===== src/rtl/input_conditioner_pkg.sv =====
// Shared constants and helpers for the Flippy Bit input front end.
package input_conditioner_pkg;

    localparam int DEBOUNCE_CYCLES_DEFAULT = 500000;
    localparam int CLOCK_HZ                = 50_000_000;

    // Counter width able to hold DEBOUNCE_CYCLES-1 with one bit of headroom.
    function automatic int cnt_width(input int n);
        return $clog2(n) + 1;
    endfunction

endpackage


===== src/rtl/input_conditioner_debounce_bit.sv =====
// One input bit: 2-flop synchroniser, stability counter, stable level and
// registered rise/fall pulses that coincide with the level change.
module debounce_bit
    import input_conditioner_pkg::*;
#(
    parameter int DEBOUNCE_CYCLES = DEBOUNCE_CYCLES_DEFAULT,
    parameter bit IDLE_VALUE      = 1'b0
) (
    input  logic clock,
    input  logic reset_n,
    input  logic i_raw,
    output logic o_level,
    output logic o_rise,
    output logic o_fall
);

    localparam int             W     = cnt_width(DEBOUNCE_CYCLES);
    localparam logic [W-1:0]   LIMIT = W'(DEBOUNCE_CYCLES - 1);

    logic         r_sync1;
    logic         r_sync2;
    logic         r_stable;
    logic         r_rise;
    logic         r_fall;
    logic [W-1:0] r_cnt;

    logic w_diff;
    logic w_done;

    assign w_diff = (r_sync2 != r_stable);
    assign w_done = w_diff && (r_cnt == LIMIT);

    always_ff @(posedge clock or negedge reset_n) begin
        if (!reset_n) begin
            r_sync1  <= IDLE_VALUE;
            r_sync2  <= IDLE_VALUE;
            r_stable <= IDLE_VALUE;
            r_cnt    <= '0;
            r_rise   <= 1'b0;
            r_fall   <= 1'b0;
        end else begin
            r_sync1 <= i_raw;
            r_sync2 <= r_sync1;
            // Pulses are launched on the same edge as the level so they line up.
            r_rise  <= w_done &  r_sync2;
            r_fall  <= w_done & ~r_sync2;
            if (!w_diff) begin
                r_cnt <= '0;
            end else if (w_done) begin
                r_stable <= r_sync2;
                r_cnt    <= '0;
            end else begin
                r_cnt <= r_cnt + 1'b1;
            end
        end
    end

    assign o_level = r_stable;
    assign o_rise  = r_rise;
    assign o_fall  = r_fall;

endmodule


===== src/rtl/input_conditioner.sv =====
// Debounces the DE0 push buttons (active-low pins) and slide switches and
// produces clean levels plus one-cycle press/release/change pulses.
module input_conditioner
    import input_conditioner_pkg::*;
#(
    parameter int NUM_BUTTONS     = 3,
    parameter int NUM_SWITCHES    = 8,
    parameter int DEBOUNCE_CYCLES = DEBOUNCE_CYCLES_DEFAULT
) (
    input  logic                    clock,
    input  logic                    reset_n,
    input  logic [NUM_BUTTONS-1:0]  button_raw,
    input  logic [NUM_SWITCHES-1:0] switch_raw,
    output logic [NUM_BUTTONS-1:0]  button_level,
    output logic [NUM_BUTTONS-1:0]  button_press,
    output logic [NUM_BUTTONS-1:0]  button_release,
    output logic [NUM_SWITCHES-1:0] switch_value,
    output logic                    switch_changed
);

    logic [NUM_BUTTONS-1:0]  w_btn_pin_level;
    logic [NUM_BUTTONS-1:0]  w_btn_rise;
    logic [NUM_BUTTONS-1:0]  w_btn_fall;
    logic [NUM_SWITCHES-1:0] w_sw_rise;
    logic [NUM_SWITCHES-1:0] w_sw_fall;

    genvar gi;

    // Buttons are filtered in pin sense (idle high); inversion happens below.
    generate
        for (gi = 0; gi < NUM_BUTTONS; gi++) begin : g_btn
            debounce_bit #(
                .DEBOUNCE_CYCLES (DEBOUNCE_CYCLES),
                .IDLE_VALUE      (1'b1)
            ) u_db (
                .clock   (clock),
                .reset_n (reset_n),
                .i_raw   (button_raw[gi]),
                .o_level (w_btn_pin_level[gi]),
                .o_rise  (w_btn_rise[gi]),
                .o_fall  (w_btn_fall[gi])
            );
        end

        for (gi = 0; gi < NUM_SWITCHES; gi++) begin : g_sw
            debounce_bit #(
                .DEBOUNCE_CYCLES (DEBOUNCE_CYCLES),
                .IDLE_VALUE      (1'b0)
            ) u_db (
                .clock   (clock),
                .reset_n (reset_n),
                .i_raw   (switch_raw[gi]),
                .o_level (switch_value[gi]),
                .o_rise  (w_sw_rise[gi]),
                .o_fall  (w_sw_fall[gi])
            );
        end
    endgenerate

    // A falling pin is a press; a rising pin is a release.
    assign button_level   = ~w_btn_pin_level;
    assign button_press   = w_btn_fall;
    assign button_release = w_btn_rise;
    assign switch_changed = |(w_sw_rise | w_sw_fall);

endmodule

===== config.mk =====
export PLATFORM = sky130hd
export DESIGN_NAME = input_conditioner
export DESIGN_NICKNAME = d
export VERILOG_FILES = /design/src/rtl/input_conditioner_pkg.sv /design/src/rtl/input_conditioner_debounce_bit.sv /design/src/rtl/input_conditioner.sv
export SDC_FILE = /design/constraint.sdc
export NUM_CORES = 1
export LEC_CHECK = 0
export ABC_AREA = 1
export BUFFER_PORTS_ARGS = -buffer_cell sky130_fd_sc_hd__buf_4
export CORE_MARGIN = 4
export CORE_UTILIZATION = 40
export DETAILED_ROUTE_END_ITERATION = 8
export GPL_ROUTABILITY_DRIVEN = 0
export SLEW_MARGIN = 20
export SYNTH_ARGS = -nofsm -noshare
export SYNTH_HDL_FRONTEND = slang
export SYNTH_SLANG_ARGS = --single-unit

===== constraint.sdc =====
create_clock -name clock -period 1.5 [get_ports clock]
set_input_delay 0.3 -clock clock [delete_from_list [all_inputs] [get_ports clock]]
set_output_delay 0.3 -clock clock [all_outputs]
set_load 0.01 [all_outputs]

==> flow_metrics.env, run 1 <==
export IMPL_fin_hold_ws_ns=0.334
export IMPL_period_share=1.26
export IMPL_rsz0062_at_grt="yes"
export IMPL_nFillCells=3681
export IMPL_coreArea_mm2=0.0379
export IMPL_grt_pass1_wl_um=61100
export IMPL_synth_cell_types=32
export IMPL_wl_per_cell_um=12.4
export IMPL_worstPathArrival_ns=1.59
export IMPL_synth_top_area_share=0.429
export IMPL_dieArea_mm2=0.0420
export IMPL_die_y_um=205
export IMPL_synth_compound_area_frac=0.0180
export IMPL_worstHoldPathType="input pin to async pin"
export IMPL_slowest_stage="dfrtp_1"
export IMPL_synth_edff_count=0
export IMPL_synth_seq_cells=275
export IMPL_clk_path_buf_depth=3
export IMPL_synth_area_top_cells="dfrtp_1 43%, nor2_1 12%, nand2_1 11%"
export IMPL_pre_cts_slack_ns=-0.0654
export IMPL_fmaxAchievable_mhz=529
export IMPL_detailedRoute_firstPassIterationCount=5
export IMPL_tightest_slew_ns=0.463
export IMPL_layout_setup_ws_ns=-0.391
export IMPL_cts_max_level=2
export IMPL_ios=31
export IMPL_path_clk_slew_ns=0.06
export IMPL_grtUsageTotal=0.171
export IMPL_ys_async_sr_fraction=1.00
export IMPL_violations="setup timing"
export IMPL_power_leakage_nw=8.51
export IMPL_clock_skew_ns=0.0147
export IMPL_dp_cells=2744
export IMPL_cts_root_buf="clkbuf_16"
export IMPL_cp_common_cell="buf_4"
export IMPL_synth_fp_nets=2167
export IMPL_worst_path_buf_inv=2
export IMPL_grt_overflow=0
export IMPL_synth_top_family_by_area="simple AND/OR/NAND/NOR gates"
export IMPL_crit_family="flip-flops"
export IMPL_drc=0
export IMPL_nNetsFinal=2330
export IMPL_cts_sinks=275
export IMPL_cts_tree="yes"
export IMPL_grt_max_degree=48
export IMPL_peakVddDrop_mv=0.838
export IMPL_syn_to_final_growth_pct=22.6
export IMPL_finalPower_mw=17.4
export IMPL_dp_hpwl_um=25800
export IMPL_cp_max_fo=1
export IMPL_first_iter_violations=685
export IMPL_synth_most_common_cell="nor2_1"
export IMPL_setup_tns_ns=-0.410
export IMPL_drive_gt1_frac=0.199
export IMPL_dpl_cell_area_mm2=0.0170
export IMPL_cts_made_buffers=34
export IMPL_via_count=13379
export IMPL_start_util=0.409
export IMPL_stdcell_area_mm2=0.0190
export IMPL_yosys_top_cells_count="511 x nor2_1, 458 x nand2_1, 285 x inv_1"
export IMPL_muxShareOfSynthArea=0
export IMPL_rows=71
export IMPL_synth_area_per_cell_um2=7.24
export IMPL_via_per_inst=4.71
export IMPL_dominantRegCellSynth="dfrtp_1"
export IMPL_fin_crit_ns=1.89
export IMPL_hold_violations=0
export IMPL_relSlewSlack=0.691
export IMPL_worstSetupStartpointType="flop"
export IMPL_setup_viol=3
export IMPL_totalWireLength_um=35200
export IMPL_synthSimpleGateAreaFrac=0.389
export IMPL_cp_cell_sequence="nor4_2 > buf_4 > nand4_1 > buf_4"
export IMPL_drtAntennaViolNets=0
export IMPL_cpPeakStageDelay_ns=0.42
export IMPL_grt_pass1_vias=13124
export IMPL_maxCapViolCount=0
export IMPL_crit_type="flop to primary output"
export IMPL_diodes=0
export IMPL_antenna_found_initial=0
export IMPL_synth_xor_area_share=0.0502
export IMPL_yosys_area_share_adder=0.00887
export IMPL_slew_viol_final=0
export IMPL_syn_area_mm2=0.0155
export IMPL_ys_warn_count=0
export IMPL_port_buffers=30
export IMPL_die_x_um=205
export IMPL_insertion_delay_ns=0.51
export IMPL_cp_end_kind="primary output"
export IMPL_final_util=0.502
export IMPL_synth_seq_area_share=0.444
export IMPL_final_cells=2841
export IMPL_yosysTopAreaCell="dfrtp_1"
export IMPL_power_density_mw_per_mm2=914
export IMPL_status="finished, violations left"
export IMPL_cp_required_ns=1.20
export IMPL_syn_inst=2143
-- sequential cells by signal, indices dropped and copies added (netlist names), 8 cells and up --
name / cells
g_btn.u_db.r_cnt: 60
g_sw.u_db.o_fall: 8
g_sw.u_db.o_level: 8
g_sw.u_db.r_cnt: 160
g_sw.u_db.o_rise: 8
g_sw.u_db.r_sync1: 8
g_sw.u_db.r_sync2: 8
-- repair_timing --
| item | CTS | global route |
|---|---|---|
| gates cloned | 0 | 2 |
| hold endpoints to repair | 41 | 0 |
| endpoints found under the setup margin | 18 | 158 |
| gates resized for setup | 13 | 150 |
| pin swaps | 1 | 40 |
| hold buffers | 12 | 0 |
| setup buffers | 2 | 21 |
-- logic make-up after synthesis --
group,Yosys count
simple gates,1375
fa+ha+maj,11
flops,275
xor+xnor,89
buf+inv,340
compound gates,53
-- routing by layer --
| metal | vias up | share of wire | GRT usage | wire, µm |
|---|---|---|---|---|
| met2 | 175 | 0.48 | 0.292 | 17000 |
| li1 | 6915 | - | - | - |
| met4 | 0 | 0.023 | 0.0476 | 821 |
| met3 | 66 | 0.029 | 0.0242 | 1020 |
| met1 | 6223 | 0.47 | 0.228 | 16400 |
| met5 | - | 0 | 0 | 0 |
-- area by class of cell --
class / instances / area [µm²] / share of cell area
multi-input cells: 1529 / 7640 / 0.401
flip-flops and latches: 275 / 6900 / 0.363
repair buffers: 161 / 1430 / 0.0749
inverters: 304 / 1150 / 0.0607
clock buffers: 44 / 1000 / 0.0527
well taps: 511 / 639 / 0.0336
clock inverters: 16 / 263 / 0.0138
repair inverters: 1 / 5.00 / 0.000263
-- path summary, 6_finish.rpt --
check / slack (ns) / end / cells past startpoint / startpoint
hold reg to reg: 0.35 / g_sw[7].u_db.r_sync2$_DFF_PN0_ / 0 / g_sw[7].u_db.r_sync1$_DFF_PN0_
setup / recovery: -0.39 / switch_changed / 4 / g_sw[2].u_db.o_rise$_DFF_PN0_
setup reg to reg: 0.05 / g_btn[2].u_db.r_cnt[13]$_DFF_PN0_ / 6 / g_btn[2].u_db.r_sync2$_DFF_PN1_
hold / removal: 0.33 / g_btn[1].u_db.r_cnt[0]$_DFF_PN0_ / 2 / reset_n
min in group clock: 0.35 / g_sw[7].u_db.r_sync2$_DFF_PN0_ / 0 / g_sw[7].u_db.r_sync1$_DFF_PN0_
max in group asynchronous: 0.58 / g_btn[2].u_db.r_sync2$_DFF_PN1_ / 3 / reset_n
-- power breakdown --
part	total (mW)	internal, mW	leakage [nW]	switching, mW
Combinational	0.703	0.284	4.16	0.419
Clock	9.08	5.91	0.617	3.17
Sequential	7.61	7.53	3.74	0.0850
-- layout by cell type (no fill, tap or decap), types with 3 or more instances in the layout --
master	instances
nor2_1	482
nand2_1	427
inv_1	272
dfrtp_1	262
nand3_1	181
buf_4	119
nor2_2	77
nand2_2	70
xor2_1	54
nand4_1	40
clkbuf_16	37
xnor2_1	34
nor2_4	28
nor3_1	27
o21ai_0	21
buf_6	21
inv_2	20
nand3_2	15
a21oi_1	12
dlygate4sd3_1	12
nand3b_1	11
o21ai_1	11
ha_2	10
dfstp_2	9
clkinv_1	8
buf_12	8
bufinv_16	7
nand2_4	6
clkinvlp_4	6
clkinv_2	6
nand3_4	5
clkbuf_8	5
dfrtp_2	4
and2_1	3
a31oi_1	3
nor4_2	3
No activity file was read; power rests on OpenSTA's default activity.
==> inputs of run 2 (changes only) <==
Settings changed: CTS_BUF_LIST from default to sky130_fd_sc_hd__clkbuf_4 sky130_fd_sc_hd__clkbuf_8, REMOVE_ABC_BUFFERS from default to 1.
==> flow_metrics.env, run 2 (synthesis results as in run 1) <==
export IMPL_nFillCells=3748
export IMPL_grt_overflow=0
export IMPL_cts_max_level=2
export IMPL_die_y_um=205
export IMPL_final_common_cell="nor2_1"
export IMPL_insertion_delay_ns=0.60
export IMPL_syn_to_final_growth_pct=21.4
export IMPL_p_sw_mw=3.68
export IMPL_largest_register_ffs=160
export IMPL_cts_root_buf="clkbuf_8"
export IMPL_hold_violations=0
export IMPL_p_int_mw=12.5
export IMPL_detailedRoute_firstPassIterationCount=4
export IMPL_totalWireLength_um=35000
export IMPL_finalPower_mw=16.2
export IMPL_power_density_mw_per_mm2=859
export IMPL_cp_required_ns=1.20
export IMPL_reg_largest_list="g_sw.u_db.r_cnt (160), g_btn.u_db.r_cnt (60)"
export IMPL_pwr_share_comb=0.041
export IMPL_regMostFlops="g_sw.u_db.r_cnt"
export IMPL_grt_pass1_wl_um=60200
export IMPL_cp_max_fo=1
export IMPL_cts_made_buffers=50
export IMPL_setup_viol=5
export IMPL_pre_cts_slack_ns=-0.0358
export IMPL_drc=0
export IMPL_period_share=1.30
export IMPL_crit_type="flop to primary output"
export IMPL_r2r_start="g_btn[2].u_db.o_level$_DFFE_PN1P_"
export IMPL_clock_power_share=0.488
export IMPL_cts_sinks=275
export IMPL_ios=31
export IMPL_violations="setup timing"
export IMPL_diodes=0
export IMPL_via_count=13313
export IMPL_slew_viol_final=0
export IMPL_drtAntennaViolNets=0
export IMPL_reg2reg_to="g_btn[2].u_db.r_cnt[0]$_DFF_PN0_"
export IMPL_peakVddDrop_mv=0.625
export IMPL_rows=71
export IMPL_clock_skew_ns=0.0209
export IMPL_grt_pass1_vias=13084
export IMPL_worstSetupStartpointType="flop"
export IMPL_dieArea_mm2=0.0420
export IMPL_coreArea_mm2=0.0379
export IMPL_grt_max_degree=48
export IMPL_tightest_slew_ns=0.437
export IMPL_antenna_found_initial=0
export IMPL_die_x_um=205
export IMPL_reg2reg_setup_slack_ns=0.05
export IMPL_first_iter_violations=753
export IMPL_rsz0062_at_grt="yes"
export IMPL_layout_setup_ws_ns=-0.454
export IMPL_fin_crit_ns=1.95
export IMPL_grtUsageTotal=0.167
export IMPL_fmaxAchievable_mhz=512
export IMPL_final_util=0.496
export IMPL_p_seq_frac=0.471
export IMPL_start_util=0.409
export IMPL_power_leakage_nw=8.40
export IMPL_path_clk_slew_ns=0.06
export IMPL_p_sw_frac=0.228
export IMPL_wl_per_cell_um=12.2
export IMPL_maxCapViolCount=0
export IMPL_drive_gt1_frac=0.209
export IMPL_relSlewSlack=0.709
export IMPL_nNetsFinal=2336
export IMPL_final_cell_mix="480 x nor2_1, 426 x nand2_1, 273 x inv_1"
export IMPL_dp_hpwl_um=25000
export IMPL_clk_path_buf_depth=3
export IMPL_port_buffers=30
export IMPL_cts_tree="yes"
export IMPL_worstHoldPathType="input pin to async pin"
export IMPL_cp_end_kind="primary output"
export IMPL_r2r_cells=9
export IMPL_via_per_inst=4.65
export IMPL_status="finished, violations left"
export IMPL_worstPathArrival_ns=1.65
==> run 2: changes by cell type in the layout (fill, tap and decap cells not counted), sizes merged <==
cell	delta
bufinv	-4
nand3	-1
buf	-11
clkinvlp	+7
clkinv	-6
clkbuf	+35
==> run 2: worst max-delay path: stages, from the launching register on <==
cell	delay, ns
dfrtp_1	0.37
nor4_2	0.26
buf_4	0.16
nand4_1	0.10
buf_4	0.16
==> run 2: final cells by class <==
type / instances / area, µm² / area share
clock inverters: 11 / 135 / 0.00718
well taps: 511 / 639 / 0.0340
clock buffers: 79 / 993 / 0.0528
inverters: 304 / 1180 / 0.0627
multi-input cells: 1528 / 7640 / 0.406
repair buffers: 150 / 1320 / 0.0703
flip-flops and latches: 275 / 6900 / 0.367
repair inverters: 3 / 17.5 / 0.000930
==> run 2: per-layer routing <==
metal,wire length (µm),up-vias,GRT usage
li1,-,6928,-
met1,16700,6153,0.226
met5,0,-,0
met4,723,0,0.0510
met3,1150,57,0.0299
met2,16400,175,0.277
==> run 2: worst max path at each step <==
| stage | startpoint | endpoint | slack [ns] | cells past startpoint |
|---|---|---|---|---|
| after CTS | g_sw[5].u_db.o_rise$_DFF_PN0_ | switch_changed | -0.55 | 4 |
| after global routing | g_sw[2].u_db.o_fall$_DFF_PN0_ | switch_changed | -0.56 | 4 |
| after detailed placement | g_sw[3].u_db.r_cnt[1]$_DFF_PN0_ | g_sw[3].u_db.r_cnt[1]$_DFF_PN0_ | -0.04 | 9 |
| final | g_sw[5].u_db.o_rise$_DFF_PN0_ | switch_changed | -0.45 | 4 |
| after floorplan | g_btn[1].u_db.o_level$_DFFE_PN1P_ | g_btn[1].u_db.o_level$_DFFE_PN1P_ | -0.05 | 7 |
| after global placement | g_sw[3].u_db.r_sync2$_DFF_PN0_ | g_sw[3].u_db.r_cnt[5]$_DFF_PN0_ | -0.04 | 8 |
==> run 2: stage by stage <==
step                cells  hold WS [ns]  setup TNS (ns)  area (µm²)
detailed placement   2725         0.248          -0.213       16800
floorplan            2107       0.00441          -0.487       15300
global route         2861         0.236           -1.78       18800
finish               2861         0.224          -0.655       18800
CTS                  2835         0.194           -1.03       18100
global placement     2725         0.248          -0.176       16800
==> run 2: repair_timing <==
action / in CTS / in global routing
gates resized for setup: 22 / 169
endpoints found under the setup margin: 26 / 162
endpoints found under the hold margin: 246 / 0
gates cloned: 0 / 8
buffers inserted: 8 / 18
hold buffers: 12 / 0
pin swaps: 2 / 40
==> run 2: power by group through the flow <==
stage	clock network, mW	logic (mW)	registers (mW)
2_1_floorplan	0	0.229	7.72
3_3_place_gp	0	0.562	7.73
3_5_place_dp	0	0.570	7.74
4_1_cts	8.23	0.603	7.61
5_1_grt	8.58	0.765	7.62
6_report	7.89	0.665	7.61
